$ cat src/rtl/snake_pkg.sv
// Shared definitions for the snake game: controller state encoding, board
// geometry and the row/column flattening rule index = 8*row + col.
package snake_pkg;

    localparam int CELL_W    = 6;
    localparam int BOARD_DIM = 8;
    localparam int NUM_CELLS = BOARD_DIM * BOARD_DIM;

    typedef enum logic [2:0] {
        ST_IDLE,
        ST_REQ_RNG,
        ST_WAIT_RNG,
        ST_CHECK,
        ST_SCAN,
        ST_DONE,
        ST_FULL
    } state_t;

    // {row, col} with 3-bit fields is exactly 8*row + col.
    function automatic logic [CELL_W-1:0] cell_index(input logic [2:0] row,
                                                     input logic [2:0] col);
        return {row, col};
    endfunction

endpackage

$ cat src/rtl/occupancy_mux.sv
// 64:1 occupancy bit select, shared by the CHECK and SCAN paths of
// food_scheduler.
module occupancy_mux
    import snake_pkg::*;
(
    input  logic [NUM_CELLS-1:0] i_occ,
    input  logic [CELL_W-1:0]    i_idx,
    output logic                 o_bit
);

    logic [CELL_W-1:0] w_idx;

    // Split the index into row/column and re-flatten through the shared rule.
    always_comb begin
        w_idx = cell_index(i_idx[5:3], i_idx[2:0]);
        o_bit = i_occ[w_idx];
    end

endmodule

$ cat src/rtl/food_scheduler.sv
// Food placement controller: draws random cells from the PRNG over a
// four-phase handshake until a free cell is found. When FOOD_SCAN_FALLBACK_EN
// is defined, a linear scan takes over after MAX_TRIES collisions; otherwise
// draws repeat indefinitely. All state updates on the falling edge of clka.
module food_scheduler
    import snake_pkg::*;
#(
    parameter int unsigned MAX_TRIES = 8
)(
    input  logic                 clka,
    input  logic                 restart,
    input  logic                 place_req,
    input  logic [NUM_CELLS-1:0] occupancy_flat,
    output logic                 rng_req,
    input  logic                 rng_ack,
    input  logic [CELL_W-1:0]    rng_value,
    output logic [CELL_W-1:0]    food_pos,
    output logic                 food_valid,
    output logic                 place_done,
    output logic                 board_full
);

    localparam logic [3:0] TRY_LIMIT = 4'(MAX_TRIES);

    state_t            r_state;
    logic [3:0]        r_tries;
    logic [CELL_W-1:0] r_cap;
    logic              r_rng_req;
    logic [CELL_W-1:0] r_food_pos;
    logic              r_food_valid;
    logic              r_place_done;
    logic              r_board_full;
    logic [CELL_W-1:0] w_idx;
    logic              w_occ;
    logic [3:0]        w_tries_inc;
`ifdef FOOD_SCAN_FALLBACK_EN
    logic [CELL_W-1:0] r_scan;
`endif

    // Cell under test: the scan pointer while scanning, else the captured draw.
    always_comb begin
`ifdef FOOD_SCAN_FALLBACK_EN
        w_idx = (r_state == ST_SCAN) ? r_scan : r_cap;
`else
        w_idx = r_cap;
`endif
        w_tries_inc = r_tries + 4'd1;
    end

    occupancy_mux u_occ_mux (
        .i_occ (occupancy_flat),
        .i_idx (w_idx),
        .o_bit (w_occ)
    );

    // Placement FSM with registered outputs; restart overrides everything.
    always_ff @(negedge clka) begin
        if (restart) begin
            r_state      <= ST_IDLE;
            r_tries      <= 4'd0;
            r_cap        <= '0;
            r_rng_req    <= 1'b0;
            r_food_pos   <= '0;
            r_food_valid <= 1'b0;
            r_place_done <= 1'b0;
            r_board_full <= 1'b0;
`ifdef FOOD_SCAN_FALLBACK_EN
            r_scan       <= '0;
`endif
        end else begin
            r_place_done <= 1'b0;
            case (r_state)
                ST_IDLE: begin
                    if (place_req) begin
                        r_food_valid <= 1'b0;
                        r_tries      <= 4'd0;
                        if (&occupancy_flat) begin
                            r_board_full <= 1'b1;
                            r_place_done <= 1'b1;
                            r_state      <= ST_FULL;
                        end else begin
                            r_state <= ST_REQ_RNG;
                        end
                    end
                end
                ST_REQ_RNG: begin
                    // Four-phase: previous acknowledge must have returned low.
                    if (!rng_ack) begin
                        r_rng_req <= 1'b1;
                        r_state   <= ST_WAIT_RNG;
                    end
                end
                ST_WAIT_RNG: begin
                    if (rng_ack) begin
                        r_cap     <= rng_value;
                        r_rng_req <= 1'b0;
                        r_state   <= ST_CHECK;
                    end
                end
                ST_CHECK: begin
                    if (!w_occ) begin
                        r_food_pos   <= r_cap;
                        r_food_valid <= 1'b1;
                        r_state      <= ST_DONE;
                    end else begin
`ifdef FOOD_SCAN_FALLBACK_EN
                        r_tries <= w_tries_inc;
                        if (w_tries_inc == TRY_LIMIT) begin
                            r_scan  <= r_cap + 6'd1;
                            r_state <= ST_SCAN;
                        end else begin
                            r_state <= ST_REQ_RNG;
                        end
`else
                        if (r_tries != TRY_LIMIT) begin
                            r_tries <= w_tries_inc;
                        end
                        r_state <= ST_REQ_RNG;
`endif
                    end
                end
`ifdef FOOD_SCAN_FALLBACK_EN
                ST_SCAN: begin
                    // Board is known not full, so a free cell exists within 63 steps.
                    if (!w_occ) begin
                        r_food_pos   <= r_scan;
                        r_food_valid <= 1'b1;
                        r_state      <= ST_DONE;
                    end else begin
                        r_scan <= r_scan + 6'd1;
                    end
                end
`endif
                ST_DONE: begin
                    r_place_done <= 1'b1;
                    r_state      <= ST_IDLE;
                end
                ST_FULL: begin
                    r_state <= ST_FULL;
                end
                default: begin
                    r_state <= ST_IDLE;
                end
            endcase
        end
    end

    assign rng_req    = r_rng_req;
    assign food_pos   = r_food_pos;
    assign food_valid = r_food_valid;
    assign place_done = r_place_done;
    assign board_full = r_board_full;

endmodule

$ cat config.mk
export PLATFORM = sky130hd
export DESIGN_NAME = food_scheduler
export DESIGN_NICKNAME = d
export VERILOG_FILES = /design/src/rtl/snake_pkg.sv /design/src/rtl/occupancy_mux.sv /design/src/rtl/food_scheduler.sv
export SDC_FILE = /design/constraint.sdc
export NUM_CORES = 1
export LEC_CHECK = 0
export ABC_AREA = 0
export CELL_PAD_IN_SITES_DETAIL_PLACEMENT = 1
export CELL_PAD_IN_SITES_GLOBAL_PLACEMENT = 2
export CORE_MARGIN = 2
export CORE_UTILIZATION = 20
export DETAILED_ROUTE_END_ITERATION = 16
export PLACE_DENSITY_LB_ADDON = 0.1
export SETUP_SLACK_MARGIN = 0.02
export SLEW_MARGIN = 5
export SYNTH_ARGS = -nofsm -noshare
export SYNTH_HDL_FRONTEND = slang
export SYNTH_SLANG_ARGS = --single-unit
$ cat constraint.sdc
create_clock -name clka -period 2 [get_ports clka]
set_input_delay 0.6 -clock clka [delete_from_list [all_inputs] [get_ports clka]]
set_output_delay 0.6 -clock clka [all_outputs]
set_load 0.1 [all_outputs]
# Word-level counts from Yosys, hierarchy flattened
# Cells that the tools add are included.
[totals] elab_cells=45 latch_bits=0 rom_bits=0 ram_bits=0 ff_bits=19 mem_count=0
[classes] n_mul=0 muxes=17 n_shift=0 n_div=0 n_bitwise=1 n_reduce_logical=10 eq_ne=9 magnitude_cmp=1 addsub=0
[ops] operator="$reduce_and 66->1" n=1
[ops] operator="$reduce_and 64->1" n=1
[ops] operator="$mux 3" n=5
[ops] operator="$pmux 3 s5" n=1
[ops] operator="$reduce_and 3->1" n=3
[ops] operator="$ne 2x2->1 const B" n=4
[ops] operator="$lt 6x7->1 const B" n=1
[ops] operator="$mux 1" n=7
[ops] operator="$bmux 1 s6" n=1
[ops] operator="$eq 3x2->1 const B" n=2
[ops] operator="$eq 3x3->1 const B" n=2
[ops] operator="$pmux 1 s2" n=3
[ops] operator="$reduce_and 2->1" n=2
[ops] operator="$reduce_bool 2->1" n=2
[ops] operator="$eq 3x1->1 const B" n=1
[ops] operator="$logic_not 3->1" n=1
[ops] operator="$not 1->1" n=1

# Logic depth before layout (Yosys ltp)
[depth] ltp_word=4 ltp_mapped=9 mapped_depth_nobuf=6

# Cells and area by module
# A second synthesis with hierarchy kept.
[unflattened] cells_unflattened=161 hier_area_um2=1500.2
[by_module_without_submodules] module="food_scheduler" cells_each=99 instances=1 area_each_um2=899.6
[by_module_without_submodules] module="occupancy_mux" cells_each=62 instances=1 area_each_um2=600.6

==> flow_summary_export.csv <==
group,metric,value,unit
clock_network,postCtsHoldBufs,0,
final_layout,design_area,3150,µm²
min_path,holdPathStages,1,
sta,report.final.slew_viol_count,0,
route,first_iter_violations,19,
worst_setup_path,end_kind,"flop",
final_layout,fin_cells,410,
run_status,failed_checks,"negative setup slack",
yosys,syn_nets,251,
yosys,async_flop_share,0,%
worst_setup_path,start_kind,"input port",
clock_network,cts_buffer_depth,2,
sta,rsz0062_at_grt,"yes",
floorplanning,rows,32,
placement,gp_congestion,0.738,
yosys,yosysSeqAreaShare,23.5,%
sta,slew_headroom,73.7,%
power_and_ir_drop,leakage,1.34,nW
sta,setup_tns,-14.25,ns
yosys,synth_edf_count,0,
power_and_ir_drop,power.density,429,nW/µm²
yosys,yosysTopAreaCell,"dfxtp_1",
clock_network,cts_buffers,3,
clock_network,htree_levels,1,
worst_setup_path,rr_endpoint,"food_pos[0]",
route,detail_route.wl_per_cell,15.4,µm
worst_setup_path,slowest_stage,"mux4_2",
route,vias,1891,
sta,skew,0.0134,ns
sta,worstMarginPinSlew,0.385,ns
worst_setup_path,r2r_cells,7,
yosys,synth_top_area_share,23.5,%
grt,grt_pass1_wl,10.4,mm
yosys,synth-seq-cells,19,
final_layout,postLayoutCoreUtil,40.4,%
power_and_ir_drop,ir_drop,214,µV
run,maxCapViolCount,0,
floorplanning,start_util,20.8,%
yosys,netlist_top_cells_area,"dfxtp_1, mux2i_1, mux4_2",
clock_network,clockRootBuffer,"clkbuf_8",
final_layout,drive_gt1_share,51.9,%
route,ant_nets,0,
yosys,synthTopCellsByCount,"mux2i_1, nand2_1, dfxtp_1",
grt,antenna_found_initial,0,
route,drc,0,
placement,hpwl,5.26,mm
min_path,timing.hold.worst_endpoint,"board_full",
run_status,status,"finished, violations left",
worst_setup_path,r2r_start,"r_cap[2]",
placement,port_buffers,83,
worst_setup_path,worstPathArrival,2.21,ns
final_layout,diodes,0,
min_path,hold_path_class,"flop to flop",
route,totalWireLength,6.30,mm
yosys,synth_ff_type,"dfxtp_1",
worst_setup_path,crit_type,"input port to flop",
placement,dp_cells,384,
placement,dpl_worst_slack,-1.70,ns
floorplanning,io_pins,84,
route,drt-pass1-iter-count,4,
sta,hold_viol_final,0,
worst_setup_path,required,1.25,ns
grt,first_global_vias,2213,
final_layout,nets,383,
final_layout,fillers,942,
min_path,hold_start,"board_full",
yosys,synth_area,1620,µm²
clock_network,clk_latency,0.34,ns
yosys,ys_types,40,
worst_setup_path,crit_chain,"buf_2, mux4_2, mux2i_2, nor2_2, a221oi_2, o211a_1, buf_12, mux2i_1",
placement,place_area,2940,µm²
yosys,yosysWarningCount,0,
worst_setup_path,cp_max_fo,7,
final_layout,area_growth,94.5,%
grt,grtUsageTotal,15.0,%
floorplanning,dieArea,8840,µm²
clock_network,cts_tree,"built",
grt,grt_max_degree,15,
sta,finalSetupViolCount,25,
worst_setup_path,cp-startpoint,"occupancy_flat[49]",
yosys,synth_area_per_cell,9.15,µm²
yosys,yosysMostFrequentCell,"mux2i_1",
clock_network,clock-sinks,19,
route,vias_per_cell,4.61,
floorplanning,core_area,7810,µm²
clock_network,cts.clk_slew.worst_paths,0.05,ns
worst_setup_path,r2r_slack,-0.20,ns
yosys,netlist_instances,177,
worst_setup_path,cpPeakStageDelay,0.46,ns
floorplanning,die_width,94.0,µm
grt,grt.overflow.total,0,
floorplanning,die_h,94.0,µm
sta,setup_slack,-0.958,ns
[cell families (layout without fill, tap and decap cells)]
group	after synthesis	in the layout	synth area share [%]
simple gates	71	71	22.2
mux	39	39	34.5
compound gates	27	27	12.4
buf+inv	21	152	7.41
flops	19	19	23.5
[critical path: cells and delay by family]
kind,cells,cell delay (ns)
buffers and inverters,2,0.24
AOI/OAI and AO/OA,2,0.44
and+or+nand+nor,1,0.08
muxes,3,0.85
[area by class of cell]
| type | count | area [µm²] | area share [%] |
|---|---|---|---|
| clock inverter | 20 | 101 | 3.22 |
| sequential | 19 | 405 | 12.9 |
| tap | 102 | 128 | 4.05 |
| inverter | 4 | 15.0 | 0.476 |
| multi-input combinational | 137 | 1230 | 39.2 |
| timing repair buffer | 125 | 1230 | 38.9 |
| clock buffer | 3 | 41.3 | 1.31 |
[what timing repair did]
| item | 4_1_cts | 5_1_grt |
|---|---|---|
| setup buffers | 1 | 4 |
| hold endpoints to repair | 0 | 0 |
| endpoints found under the setup margin | 29 | 29 |
| pin swaps | 34 | 19 |
| gates cloned | 0 | 0 |
| resized for setup | 284 | 26 |
[cells in the final DEF, fill, tap and decap left out, types with 2 or more instances in the layout]
| cell | instances |
|---|---|
| o21ai_1 | 2 |
| and3b_1 | 2 |
| nand4_1 | 14 |
| and3_4 | 2 |
| mux4_2 | 12 |
| buf_6 | 35 |
| clkbuf_8 | 3 |
| mux2_1 | 3 |
| buf_4 | 30 |
| clkdlybuf4s15_1 | 4 |
| dfxtp_4 | 5 |
| nand2_1 | 18 |
| o211a_1 | 2 |
| dlygate4sd2_1 | 4 |
| o21a_1 | 6 |
| buf_12 | 14 |
| a221oi_2 | 2 |
| buf_8 | 2 |
| nor2b_1 | 3 |
| clkbuf_2 | 3 |
| nand2b_1 | 2 |
| buf_2 | 25 |
| dfxtp_1 | 9 |
| nor2_1 | 14 |
| mux2i_1 | 20 |
| a21oi_1 | 4 |
| a21oi_2 | 2 |
| nor4_2 | 2 |
| clkdlybuf4s50_1 | 7 |
| dfxtp_2 | 5 |
| mux2i_2 | 4 |
| inv_1 | 23 |
[metrics by stage]
step / power [mW] / hold WS [ns]
global placement: 0.857 / 0.480
detailed placement: 0.859 / 0.483
finish: 1.35 / 0.474
CTS: 1.37 / 0.488
floorplan: 0.608 / 0.536
global route: 1.46 / 0.501
[sequential cells by signal (all words and copies together) (netlist names)]
register and flops:
r_state 3, place_done 1, food_pos 6, board_full 1
food_valid 1, r_cap 6, rng_req 1
[how the worst max path moves through the flow]
| stage | endpoint | depth (start not counted) | slack, ns |
|---|---|---|---|
| 2_1_floorplan | food_pos[0] | 7 | -0.99 |
| 3_3_place_gp | food_pos[3] | 8 | -1.67 |
| 3_5_place_dp | food_pos[4] | 8 | -1.70 |
| 4_1_cts | food_pos[4] | 8 | -1.01 |
| 5_1_grt | food_pos[0] | 8 | -1.03 |
| 6_report | food_pos[0] | 8 | -0.96 |
[where the power goes]
group	switching [mW]	internal [mW]
logic	0.153	0.232
registers	0.0155	0.386
clock network	0.248	0.317
[metal layers]
metal | up-vias | routed length, µm | global-route usage [%]
met1 | 895 | 2540 | 16.7
met5 | - | 0 | 0
met4 | 0 | 36 | 5.19
li1 | 934 | - | -
met3 | 2 | 289 | 2.81
met2 | 60 | 3430 | 28.3
Power figures use the tool's default switching activity.
